<file path="config.mk">
export PLATFORM = sky130hd
export DESIGN_NAME = program_memory_arbiter
export DESIGN_NICKNAME = d
export VERILOG_FILES = /design/src/rtl/program_memory_arbiter.sv
export SDC_FILE = /design/constraint.sdc
export NUM_CORES = 1
export LEC_CHECK = 0
export ABC_AREA = 1
export BUFFER_PORTS_ARGS = -buffer_cell sky130_fd_sc_hd__buf_2
export CORE_MARGIN = 1.5
export CORE_UTILIZATION = 49
export CTS_BUF_LIST = sky130_fd_sc_hd__clkbuf_8
export CTS_CLUSTER_DIAMETER = 30
export CTS_CLUSTER_SIZE = 8
export DETAILED_ROUTE_END_ITERATION = 8
export MAX_ROUTING_LAYER = met4
export PLACE_DENSITY = 0.9
export SLEW_MARGIN = 0
export SYNTH_ARGS = -nofsm -noshare
export SYNTH_HDL_FRONTEND = slang
export SYNTH_SLANG_ARGS = --single-unit
</file>
<file path="constraint.sdc">
create_clock -name clk -period 3.85 [get_ports clk]
set_input_delay 0.1925 -clock clk [delete_from_list [all_inputs] [get_ports clk]]
set_output_delay 0.1925 -clock clk [all_outputs]
set_load 0.02 [all_outputs]
</file>
<file path="src/rtl/program_memory_arbiter.sv">
// rtl/program_memory_arbiter.sv - two-port F/D arbiter for the single ROM read port
// PMA_ROUND_ROBIN_EN selects toggling-pointer arbitration; otherwise F has fixed priority over D.
module program_memory_arbiter #(
  parameter int DATA_WIDTH   = 32,
  parameter int MEMORY_DEPTH = 32
) (
  input  logic                  clk,
  input  logic                  reset,
  input  logic                  f_req,
  input  logic [DATA_WIDTH-1:0] f_addr,
  output logic                  f_gnt,
  output logic                  f_rvalid,
  output logic [DATA_WIDTH-1:0] f_rdata,
  output logic                  f_err,
  input  logic                  d_req,
  input  logic [DATA_WIDTH-1:0] d_addr,
  output logic                  d_gnt,
  output logic                  d_rvalid,
  output logic [DATA_WIDTH-1:0] d_rdata,
  output logic                  d_err,
  output logic [DATA_WIDTH-1:0] mem_addr,
  input  logic [DATA_WIDTH-1:0] mem_rdata
);

  localparam logic [DATA_WIDTH-1:0] DEPTH = DATA_WIDTH'(MEMORY_DEPTH);

  logic                  accept;
  logic [DATA_WIDTH-1:0] win_addr;
  logic                  win_err;
  logic                  owner;
  logic                  a_valid;
  logic                  a_err;

`ifdef PMA_ROUND_ROBIN_EN
  // ptr = 0 favours F, ptr = 1 favours D; toggles on every accept
  logic ptr;

  always_comb begin
    f_gnt = f_req & (~d_req | ~ptr);
    d_gnt = d_req & (~f_req | ptr);
  end

  always_ff @(posedge clk or posedge reset) begin
    if (reset) begin
      ptr <= 1'b0;
    end else if (accept) begin
      ptr <= ~ptr;
    end
  end
`else
  always_comb begin
    f_gnt = f_req;
    d_gnt = d_req & ~f_req;
  end
`endif

  always_comb begin
    accept   = f_gnt | d_gnt;
    win_addr = f_gnt ? f_addr : d_addr;
    // out-of-range word indices are flagged, never aliased into the ROM
    win_err  = (win_addr[1:0] != 2'b00) ||
               ({2'b00, win_addr[DATA_WIDTH-1:2]} >= DEPTH);
  end

  // Stage A: mem_addr only moves on an accept so the ROM input stays quiet when idle
  always_ff @(posedge clk or posedge reset) begin
    if (reset) begin
      mem_addr <= '0;
      owner    <= 1'b0;
      a_valid  <= 1'b0;
      a_err    <= 1'b0;
    end else begin
      a_valid <= accept;
      if (accept) begin
        mem_addr <= win_addr;
        owner    <= d_gnt;
        a_err    <= win_err;
      end
    end
  end

  // Stage B: the non-owner port keeps its last rdata/err
  always_ff @(posedge clk or posedge reset) begin
    if (reset) begin
      f_rvalid <= 1'b0;
      f_rdata  <= '0;
      f_err    <= 1'b0;
      d_rvalid <= 1'b0;
      d_rdata  <= '0;
      d_err    <= 1'b0;
    end else begin
      f_rvalid <= a_valid & ~owner;
      d_rvalid <= a_valid & owner;
      if (a_valid && !owner) begin
        f_rdata <= a_err ? '0 : mem_rdata;
        f_err   <= a_err;
      end
      if (a_valid && owner) begin
        d_rdata <= a_err ? '0 : mem_rdata;
        d_err   <= a_err;
      end
    end
  end

endmodule

</file>
==> impl_metrics.env, run 1 <==
export IMPL_outcome="completed"
export IMPL_p_sw_uw=604
export IMPL_cp_depth=5
export IMPL_synth_seq_cells=103
export IMPL_synth_top_area_share_pct=56.7
export IMPL_cts_setup_buffers=0
export IMPL_cp_slowest_cell="inv_1"
export IMPL_yosys_area_top_type="dfrtp_1"
export IMPL_drive_above_1_share_pct=28.4
export IMPL_placedCellCount=885
export IMPL_finalSetupTns_ns=0
export IMPL_dp_hpwl_mm=8.37
export IMPL_min_delay_path_class="input port to flip-flop"
export IMPL_peakVddDrop_v=0.000186
export IMPL_path_max_fanout=35
export IMPL_die_x_um=99.3
export IMPL_grt_pass1_wl_mm=19.0
export IMPL_register_area_um2=2580
export IMPL_whs_ns=0.0453
export IMPL_synth_area_leaders="dfrtp_1 57%, nand2_1 25%, nor2_1 5.4%, inv_1 4.8%, o21ai_0 2.1%"
export IMPL_final_nets=888
export IMPL_synth_area_um2=4540
export IMPL_crit_path_frequent_cell="nand2_1"
export IMPL_clockPowerShare_pct=32.3
export IMPL_drt_wl_total_mm=11.6
export IMPL_setup_viol=0
export IMPL_area_delta_synth_final_pct=27.4
export IMPL_crit_path_max_incr_delay_ns=0.56
export IMPL_die_h_um=99.3
export IMPL_worst_slew_pin_slew_ns=1.06
export IMPL_swShare_pct=28.3
export IMPL_postCtsHoldBufs=0
export IMPL_p_leak_uw=0.00365
export IMPL_avgViaCountPerCell=4.75
export IMPL_pwr_share_seq_pct=53.6
export IMPL_cp_cell_sequence="nand2_1, buf_4, inv_1, nand2_1, nand2_1"
export IMPL_cts_max_level=3
export IMPL_cts_sink_count=103
export IMPL_cts_buffers=9
export IMPL_ant_nets=0
export IMPL_clockBufferDepth=2
export IMPL_num_antenna_cells=0
export IMPL_rows=34
export IMPL_path_clk_slew_ns=0.10
export IMPL_dr_first_iter_drc_count=157
export IMPL_grt_pass1_vias=4081
export IMPL_path_delay_family="buffers and inverters"
export IMPL_worstReg2RegStart="owner"
export IMPL_ys_warn_count=0
export IMPL_crit_path_end_kind="flip-flop"
export IMPL_routedWlPerCell_um=12.8
export IMPL_grt_start_max_net_pins=84
export IMPL_syn_num_nets=700
export IMPL_drc=0
export IMPL_antenna_found_initial=0
export IMPL_die_area_um2=9860
export IMPL_worstPathRequired_ns=4.08
export IMPL_finalClockSkew_ns=0.00846
export IMPL_critPathKind="flip-flop to flip-flop"
export IMPL_design_core_area_um2=8850
export IMPL_grtUsageTotal_pct=24.9
export IMPL_grt_setup_unrepaired="no"
export IMPL_most_common_layout_cells="302 x nand2_1, 201 x buf_2, 103 x dfrtp_1"
export IMPL_hold_viol_final=0
export IMPL_combPwrFrac_pct=14.1
export IMPL_nFillCells=769
export IMPL_p_per_area_nw_per_um2=369
export IMPL_cell_internal_pwr_uw=1530
export IMPL_crit_end="d_rdata[2]"
export IMPL_period_needed_ns=1.79
export IMPL_reg2reg_depth=5
export IMPL_setup_worst_path_start_class="flip-flop"
export IMPL_rrSetupSlack_ns=2.06
export IMPL_synth_avg_cell_area_um2=7.57
export IMPL_final_cells=901
export IMPL_period_share_pct=46.4
export IMPL_synth_cell_types=16
export IMPL_synth_seq_area_share_pct=56.7
export IMPL_overflow=0
export IMPL_gp_congestion=0.842
export IMPL_cp_arrival_ns=2.02
export IMPL_cts_resized=0
export IMPL_slew_violations=0
export IMPL_crit_start="owner"
export IMPL_dr_pass1_iters=4
export IMPL_layout_cells_most_common="nand2_1"
export IMPL_crit_buf_inv=2
export IMPL_portBuffers=201
export IMPL_cts_tree="built"
export IMPL_r2r_end="d_rdata[2]"
export IMPL_ios=202
export IMPL_vias=4278
export IMPL_clock_fmax_mhz=559
export IMPL_drv_cap=0
export IMPL_multiInputGateArea_um2=1610
export IMPL_netlist_instances=600
export IMPL_slew_headroom_pct=29.2
export IMPL_start_util_pct=51.4
export IMPL_clock_latency_ns=0.35
export IMPL_root_buffer="clkbuf_8"
==> state kept, by name, indices dropped and copies added, names as in the netlist <==
name      count
d_err         1
f_err         1
a_err         1
f_rdata      32
a_valid       1
f_rvalid      1
d_rdata      32
mem_addr     32
d_rvalid      1
owner         1
==> power groups by stage <==
stage	Sequential [µW]	Combinational [µW]	Clock, µW
floorplan	1210	131	0
finish	1140	302	690
CTS	1140	306	705
global placement	1160	300	0
detailed placement	1160	307	0
global route	1150	338	745
==> final cells by class <==
cell class / instances / area share, %
Inverter: 59 / 3.87
Tap cell: 108 / 2.33
Clock inverter: 7 / 1.38
Clock buffer: 9 / 2.14
Timing Repair Buffer: 206 / 18.0
Multi-Input combinational cell: 409 / 27.7
Sequential cell: 103 / 44.5
==> tightest hold or removal path, stage by stage <==
cell and delay (ns):
buf_2 0.08, nand2_1 0.04, nand3_1 0.05
==> worst min path at each step <==
stage | end | depth (start not counted) | startpoint | slack (ns)
2_1_floorplan | mem_addr[2] | 2 | d_addr[2] | 0.31
3_3_place_gp | mem_addr[4] | 3 | d_addr[4] | 0.40
3_5_place_dp | mem_addr[4] | 3 | d_addr[4] | 0.41
4_1_cts | mem_addr[6] | 3 | d_addr[6] | 0.03
5_1_grt | mem_addr[6] | 3 | d_addr[6] | 0.04
6_report | mem_addr[3] | 3 | d_addr[3] | 0.05
==> cell usage after synthesis <==
library cell,count
nor2_1,65
or2_2,1
inv_1,58
buf_6,1
buf_1,4
nand2_1,302
clkbuf_1,12
inv_2,1
a21oi_1,1
nand3_1,6
o21ai_1,1
buf_2,9
a31oi_1,14
dfrtp_1,103
o21ai_0,19
buf_4,3
==> cells by family after synthesis <==
| kind of cell | synth area share, % |
|---|---|
| and+or+nand+nor | 31.1 |
| DFF | 56.7 |
| buffers and inverters | 7.93 |
| AOI/OAI and AO/OA | 4.24 |
==> stage by stage <==
step                      worst slack [ns]  util, %  total power [µW]  area [µm²]
final                                 2.06     65.4              2140        5790
after global routing                  1.86     65.4              2230        5790
after CTS                             2.04     65.4              2160        5790
after detailed placement              1.89     63.1              1470        5590
after global placement                1.97     63.1              1460        5590
after floorplan                      0.954        -              1340        4540
==> routing by layer <==
metal | vias to the layer above | share of wire (%) | track usage, %
li1 | 2158 | - | -
met2 | 192 | 49 | 41.9
met5 | - | 0 | -
met3 | 16 | 7.0 | 3.79
met1 | 1912 | 43 | 31.5
met4 | 0 | 1.0 | 7.04
Power figures use the tool's default switching activity.
==> run 2: changes to the inputs <==
Settings changed: CORE_UTILIZATION 49 to 44, PLACE_DENSITY 0.9 to 0.85.
Clock period 3.85 ns to 1.48 ns, I/O delays scaled along.
==> run 2 against run 1 <==
Hold slack lost 0.027 ns; largest power group unchanged; highest routed layer unchanged; design area grew 8.9%; core utilization shrank 1.8 points; register-to-register slack lost 1.8 ns.
==> impl_metrics.env, run 2 (synthesis gave the netlist of run 1 again) <==
export IMPL_antenna_found_initial=0
export IMPL_avgViaCountPerCell=4.70
export IMPL_dr_pass1_iters=5
export IMPL_ant_nets=0
export IMPL_area_delta_synth_final_pct=38.8
export IMPL_die_area_um2=10900
export IMPL_period_share_pct=84.1
export IMPL_finalPower_uw=5560
export IMPL_gp_congestion=0.858
export IMPL_start_util_pct=45.9
export IMPL_whs_ns=0.0185
export IMPL_finalClockSkew_ns=0.0169
export IMPL_dr_first_iter_drc_count=190
export IMPL_p_per_area_nw_per_um2=882
export IMPL_crit_path_max_incr_delay_ns=0.57
export IMPL_grt_setup_unrepaired="no"
export IMPL_outcome="completed"
export IMPL_cp_cell_sequence="nor2_1, a31oi_1, dlygate4sd3_1"
export IMPL_peakVddDrop_v=0.000556
export IMPL_rrSetupSlack_ns=0.24
export IMPL_slew_violations=0
export IMPL_dr_max_layer_used="met4"
export IMPL_drt_wl_total_mm=12.3
export IMPL_cts_sink_count=103
export IMPL_layout_cells_most_common="nand2_1"
export IMPL_critPathKind="flip-flop to flip-flop"
export IMPL_cts_max_level=3
export IMPL_period_needed_ns=1.24
export IMPL_nFillCells=849
export IMPL_top_regs="d_rdata (32), f_rdata (32), mem_addr (32)"
export IMPL_dp_hpwl_mm=8.43
export IMPL_hp_start="mem_rdata[5]"
export IMPL_overflow=0
export IMPL_design_core_area_um2=9910
export IMPL_min_delay_path_class="input port to flip-flop"
export IMPL_setup_worst_path_start_class="flip-flop"
export IMPL_clock_latency_ns=0.35
export IMPL_cp_slowest_cell="dlygate4sd3_1"
export IMPL_cts_tree="built"
export IMPL_p_leak_uw=0.00387
export IMPL_cp_arrival_ns=1.48
export IMPL_cts_buffers=9
export IMPL_hold_viol_final=0
export IMPL_setup_slack_ns=0.236
export IMPL_clock_fmax_mhz=804
export IMPL_worstReg2RegStart="mem_addr[24]"
export IMPL_pre_cts_slack_ns=0.182
export IMPL_grt_pass1_wl_mm=20.0
export IMPL_grtUsageTotal_pct=23.3
export IMPL_dr_wl_met2_mm=5.99
export IMPL_grt_pass1_vias=4329
export IMPL_path_max_fanout=2
export IMPL_grt_start_max_net_pins=104
export IMPL_crit_start="mem_addr[24]"
export IMPL_setup_viol=0
export IMPL_placedCellCount=920
export IMPL_most_common_layout_cells="302 x nand2_1, 201 x buf_2, 103 x dfrtp_1"
export IMPL_final_nets=938
export IMPL_final_cells=976
export IMPL_slew_headroom_pct=63.7
export IMPL_vias=4592
export IMPL_die_x_um=105
export IMPL_drc=0
export IMPL_die_h_um=105
export IMPL_clockBufferDepth=2
export IMPL_wl_met1_mm=5.14
export IMPL_num_antenna_cells=0
export IMPL_worst_slew_pin_slew_ns=0.545
export IMPL_path_clk_slew_ns=0.10
export IMPL_root_buffer="clkbuf_8"
export IMPL_crit_path_end_kind="flip-flop"
export IMPL_worstPathRequired_ns=1.72
export IMPL_ios=202
export IMPL_cts_setup_buffers=0
export IMPL_wl_met3_um=946
export IMPL_portBuffers=201
export IMPL_rows=36
export IMPL_finalSetupTns_ns=0
export IMPL_routedWlPerCell_um=12.6
export IMPL_drive_above_1_share_pct=27.9
export IMPL_drv_cap=0
## run 2: cell type report
cell class                 instances  area (µm²)  share of cell area [%]
clock inverter                     7        62.6                   0.992
multi-input combinational        409        1610                    25.5
inverter                          59         225                    3.57
clock buffer                       9         124                    1.96
sequential                       103        2580                    40.9
timing repair buffer             256        1540                    24.5
tap                              133         166                    2.64
## run 2: worst max-delay path, delay by kind of cell (launching register included)
family	cells	cell delay, ns
DFF	1	0.41
buffers and inverters	1	0.57
and+or+nand+nor	1	0.11
AOI/OAI and AO/OA	1	0.05
## run 2: worst paths after layout
| path | end | depth (start not counted) |
|---|---|---|
| max | mem_addr[24] | 3 |
| min reg2reg | d_rdata[17] | 2 |
| max in group asynchronous | d_rdata[14] | 4 |
| max reg2reg | mem_addr[24] | 3 |
| min | d_rdata[5] | 5 |
| min in group asynchronous | mem_addr[2] | 4 |
## run 2: routing by layer
metal	vias to the layer above	GRT usage, %
met5	-	-
met3	22	3.68
met2	239	38.7
met1	2072	29.3
li1	2259	-
met4	0	7.83
## run 2: through the flow
step,cell area [µm²],utilization [%]
2_1_floorplan,4550,-
3_3_place_gp,5720,57.7
3_5_place_dp,5720,57.7
4_1_cts,6310,63.6
5_1_grt,6310,63.6
6_report,6310,63.6
## run 2: what timing repair did
action	in CTS	in global routing
gates resized for setup	0	0
setup endpoints to repair	0	0
endpoints found under the hold margin	130	0
hold buffers	40	0
## run 2: power breakdown
part | switching, µW | total, µW | internal, µW
clock network | 1000 | 1650 | 652
logic | 557 | 933 | 376
registers | 59.4 | 2980 | 2920
total | 1620 | 5560 | 3940
==> run 3: changes to the inputs <==
Settings changed: ABC_AREA 1 to 0, CORE_UTILIZATION 44 to 48, PLACE_DENSITY 0.85 to 0.89.
Clock period 1.48 ns to 1.2 ns, I/O delays scaled along.
==> run 3 against run 2 <==
Via count shrank 5.2%; global-route usage grew 6.3 points; hold slack about the same; wire length is 9.9% higher; core utilization is 11 points higher; critical path type is now input port to flip-flop; largest cell class unchanged; highest routed layer unchanged.
==> impl_metrics.env, run 3 <==
export IMPL_slew_headroom_pct=80.9
export IMPL_synth_edf_count=0
export IMPL_setup_worst_path_start_class="input port"
export IMPL_drive_above_1_share_pct=37.8
export IMPL_final_nets=798
export IMPL_path_max_fanout=2
export IMPL_grtUsageTotal_pct=29.7
export IMPL_avgViaCountPerCell=5.37
export IMPL_path_delay_family="buffers and inverters"
export IMPL_crit_start="f_addr[17]"
export IMPL_period_share_pct=93.5
export IMPL_dr_first_iter_drc_count=137
export IMPL_cts_sink_count=103
export IMPL_clockBufferDepth=2
export IMPL_worstReg2RegStart="owner"
export IMPL_grt_setup_unrepaired="no"
export IMPL_grt_pass1_wl_mm=22.1
export IMPL_root_buffer="clkbuf_8"
export IMPL_cp_cell_sequence="dlygate4sd3_1, buf_2, nor3b_1, o22a_1, nand4_1, o22a_1"
export IMPL_synth_seq_area_share_pct=59.2
export IMPL_synth_top_area_share_pct=59.2
export IMPL_routedWlPerCell_um=16.7
export IMPL_crit_buf_inv=2
export IMPL_slew_violations=0
export IMPL_synthFlopType="dfrtp_1"
export IMPL_ios=202
export IMPL_worst_slew_pin_slew_ns=0.286
export IMPL_antenna_found_initial=0
export IMPL_cp_arrival_ns=1.38
export IMPL_yosys_area_top_type="dfrtp_1"
export IMPL_crit_path_end_kind="flip-flop"
export IMPL_period_needed_ns=1.12
export IMPL_netlist_instances=419
export IMPL_portBuffers=201
export IMPL_p_per_area_nw_per_um2=1090
export IMPL_synth_area_um2=4350
export IMPL_peakVddDrop_v=0.000661
export IMPL_start_util_pct=49.7
export IMPL_rows=34
export IMPL_ant_nets=0
export IMPL_crit_path_max_incr_delay_ns=0.53
export IMPL_vias=4354
export IMPL_gp_congestion=0.881
export IMPL_drc=0
export IMPL_num_antenna_cells=0
export IMPL_synth_area_leaders="dfrtp_1 59%, o21ai_0 10%, nand2_1 7.8%, mux2i_1 5.8%, nand2b_1 4.7%"
export IMPL_ys_warn_count=0
export IMPL_critPathKind="input port to flip-flop"
export IMPL_design_core_area_um2=8760
export IMPL_overflow=0
export IMPL_cts_buffers=9
export IMPL_cts_tree="built"
export IMPL_synth_cell_types=23
export IMPL_setup_viol=0
export IMPL_cts_max_level=3
export IMPL_most_common_layout_cells="201 x buf_2, 103 x dfrtp_1, 89 x nand2_1, 89 x o21ai_0, 66 x dlygate4sd3_1"
export IMPL_worstPathRequired_ns=1.45
export IMPL_p_leak_uw=0.00335
export IMPL_syn_num_nets=519
export IMPL_finalClockSkew_ns=0.0152
export IMPL_die_h_um=98.2
export IMPL_cp_slowest_cell="dlygate4sd3_1"
export IMPL_die_area_um2=9650
export IMPL_outcome="completed"
export IMPL_dr_pass1_iters=5
export IMPL_die_x_um=98.2
export IMPL_finalPower_uw=7160
export IMPL_synth_seq_cells=103
export IMPL_drv_cap=0
export IMPL_yosysMostFrequentCell="dfrtp_1"
export IMPL_clock_fmax_mhz=892
export IMPL_grt_pass1_vias=4506
export IMPL_grt_start_max_net_pins=56
export IMPL_hold_viol_final=0
export IMPL_path_clk_slew_ns=0.11
export IMPL_drt_wl_total_mm=13.5
export IMPL_crit_path_frequent_cell="o22a_1"
export IMPL_ys_top_cells_by_count="103 x dfrtp_1, 90 x nand2_1, 89 x o21ai_0"
export IMPL_synth_avg_cell_area_um2=10.4
export IMPL_layout_cells_most_common="buf_2"
export IMPL_min_delay_path_class="input port to flip-flop"
export IMPL_clock_latency_ns=0.36
export IMPL_dp_hpwl_mm=8.66
export IMPL_area_delta_synth_final_pct=50.8
export IMPL_async_flop_share_pct=100
export IMPL_hp_start="mem_rdata[22]"
export IMPL_finalSetupTns_ns=0
export IMPL_top_regs="d_rdata (32), f_rdata (32), mem_addr (32)"
==> run 3: cell families after synthesis <==
kind of cell,after synthesis,synth area share [%]
AO/OA/AOI/OAI,97,11.5
buffers and inverters,33,3.45
flip-flops,103,59.2
multiplexers,39,9.37
AND/OR/NAND/NOR,147,16.4
==> run 3: area by class of cell <==
cell class / instances / area [µm²]
sequential: 103 / 2580
fill: 539 / 2200
multi-input combinational: 283 / 1630
clock buffer: 10 / 138
inverter: 3 / 15.0
tap: 108 / 135
clock inverter: 6 / 75.1
timing repair buffer: 298 / 1990
==> run 3: worst paths after layout <==
path | end | cells past startpoint | slack (ns)
hold reg to reg | f_rdata[0] | 2 | 0.48
max in group asynchronous | d_rdata[13] | 4 | 0.61
setup / recovery | a_err | 6 | 0.08
min in group asynchronous | d_rdata[27] | 4 | 0.34
setup reg to reg | f_rdata[23] | 4 | 0.11
hold / removal | d_rdata[22] | 3 | 0.02
==> run 3: through the flow <==
| stage | utilization [%] | std cells | hold WS (ns) | worst slack, ns | cell area (µm²) |
|---|---|---|---|---|---|
| final | 74.9 | 811 | 0.0181 | 0.0784 | 6560 |
| after global routing | 74.9 | 811 | 0.0155 | 0.0107 | 6560 |
| after CTS | 74.9 | 811 | 0.000167 | 0.0936 | 6560 |
| after detailed placement | 64.8 | 729 | 0.192 | -0.189 | 5680 |
| after global placement | 64.8 | 729 | 0.183 | -0.137 | 5680 |
| after floorplan | - | 419 | 0.181 | -0.0916 | 4360 |
==> run 3: what timing repair did <==
item | CTS | global route
setup buffers | 0 | 0
endpoints found under the hold margin | 188 | 0
setup endpoints to repair | 6 | 0
hold buffers | 66 | 0
gates resized for setup | 1 | 0
==> run 3: routing by layer <==
| layer | part of all wire [%] | GRT usage [%] | wire length (µm) |
|---|---|---|---|
| met1 | 38 | 34.5 | 5130 |
| met2 | 51 | 50.0 | 6890 |
| met3 | 7.5 | 5.65 | 1010 |
| met4 | 3.7 | 13.2 | 495 |
| met5 | 0 | - | 0 |
==> run 3: worst register-to-register path: stages, from the launching register on <==
cell and delay, ns:
dfrtp_1 0.41, nand2b_4 0.21, buf_12 0.18, nand2_1 0.09, o21ai_0 0.09
==> run 3: where the power goes <==
part	total [µW]	switching [µW]	internal [µW]
sequential	3660	76.3	3580
clock	2310	1260	1050
combinational	1190	631	561
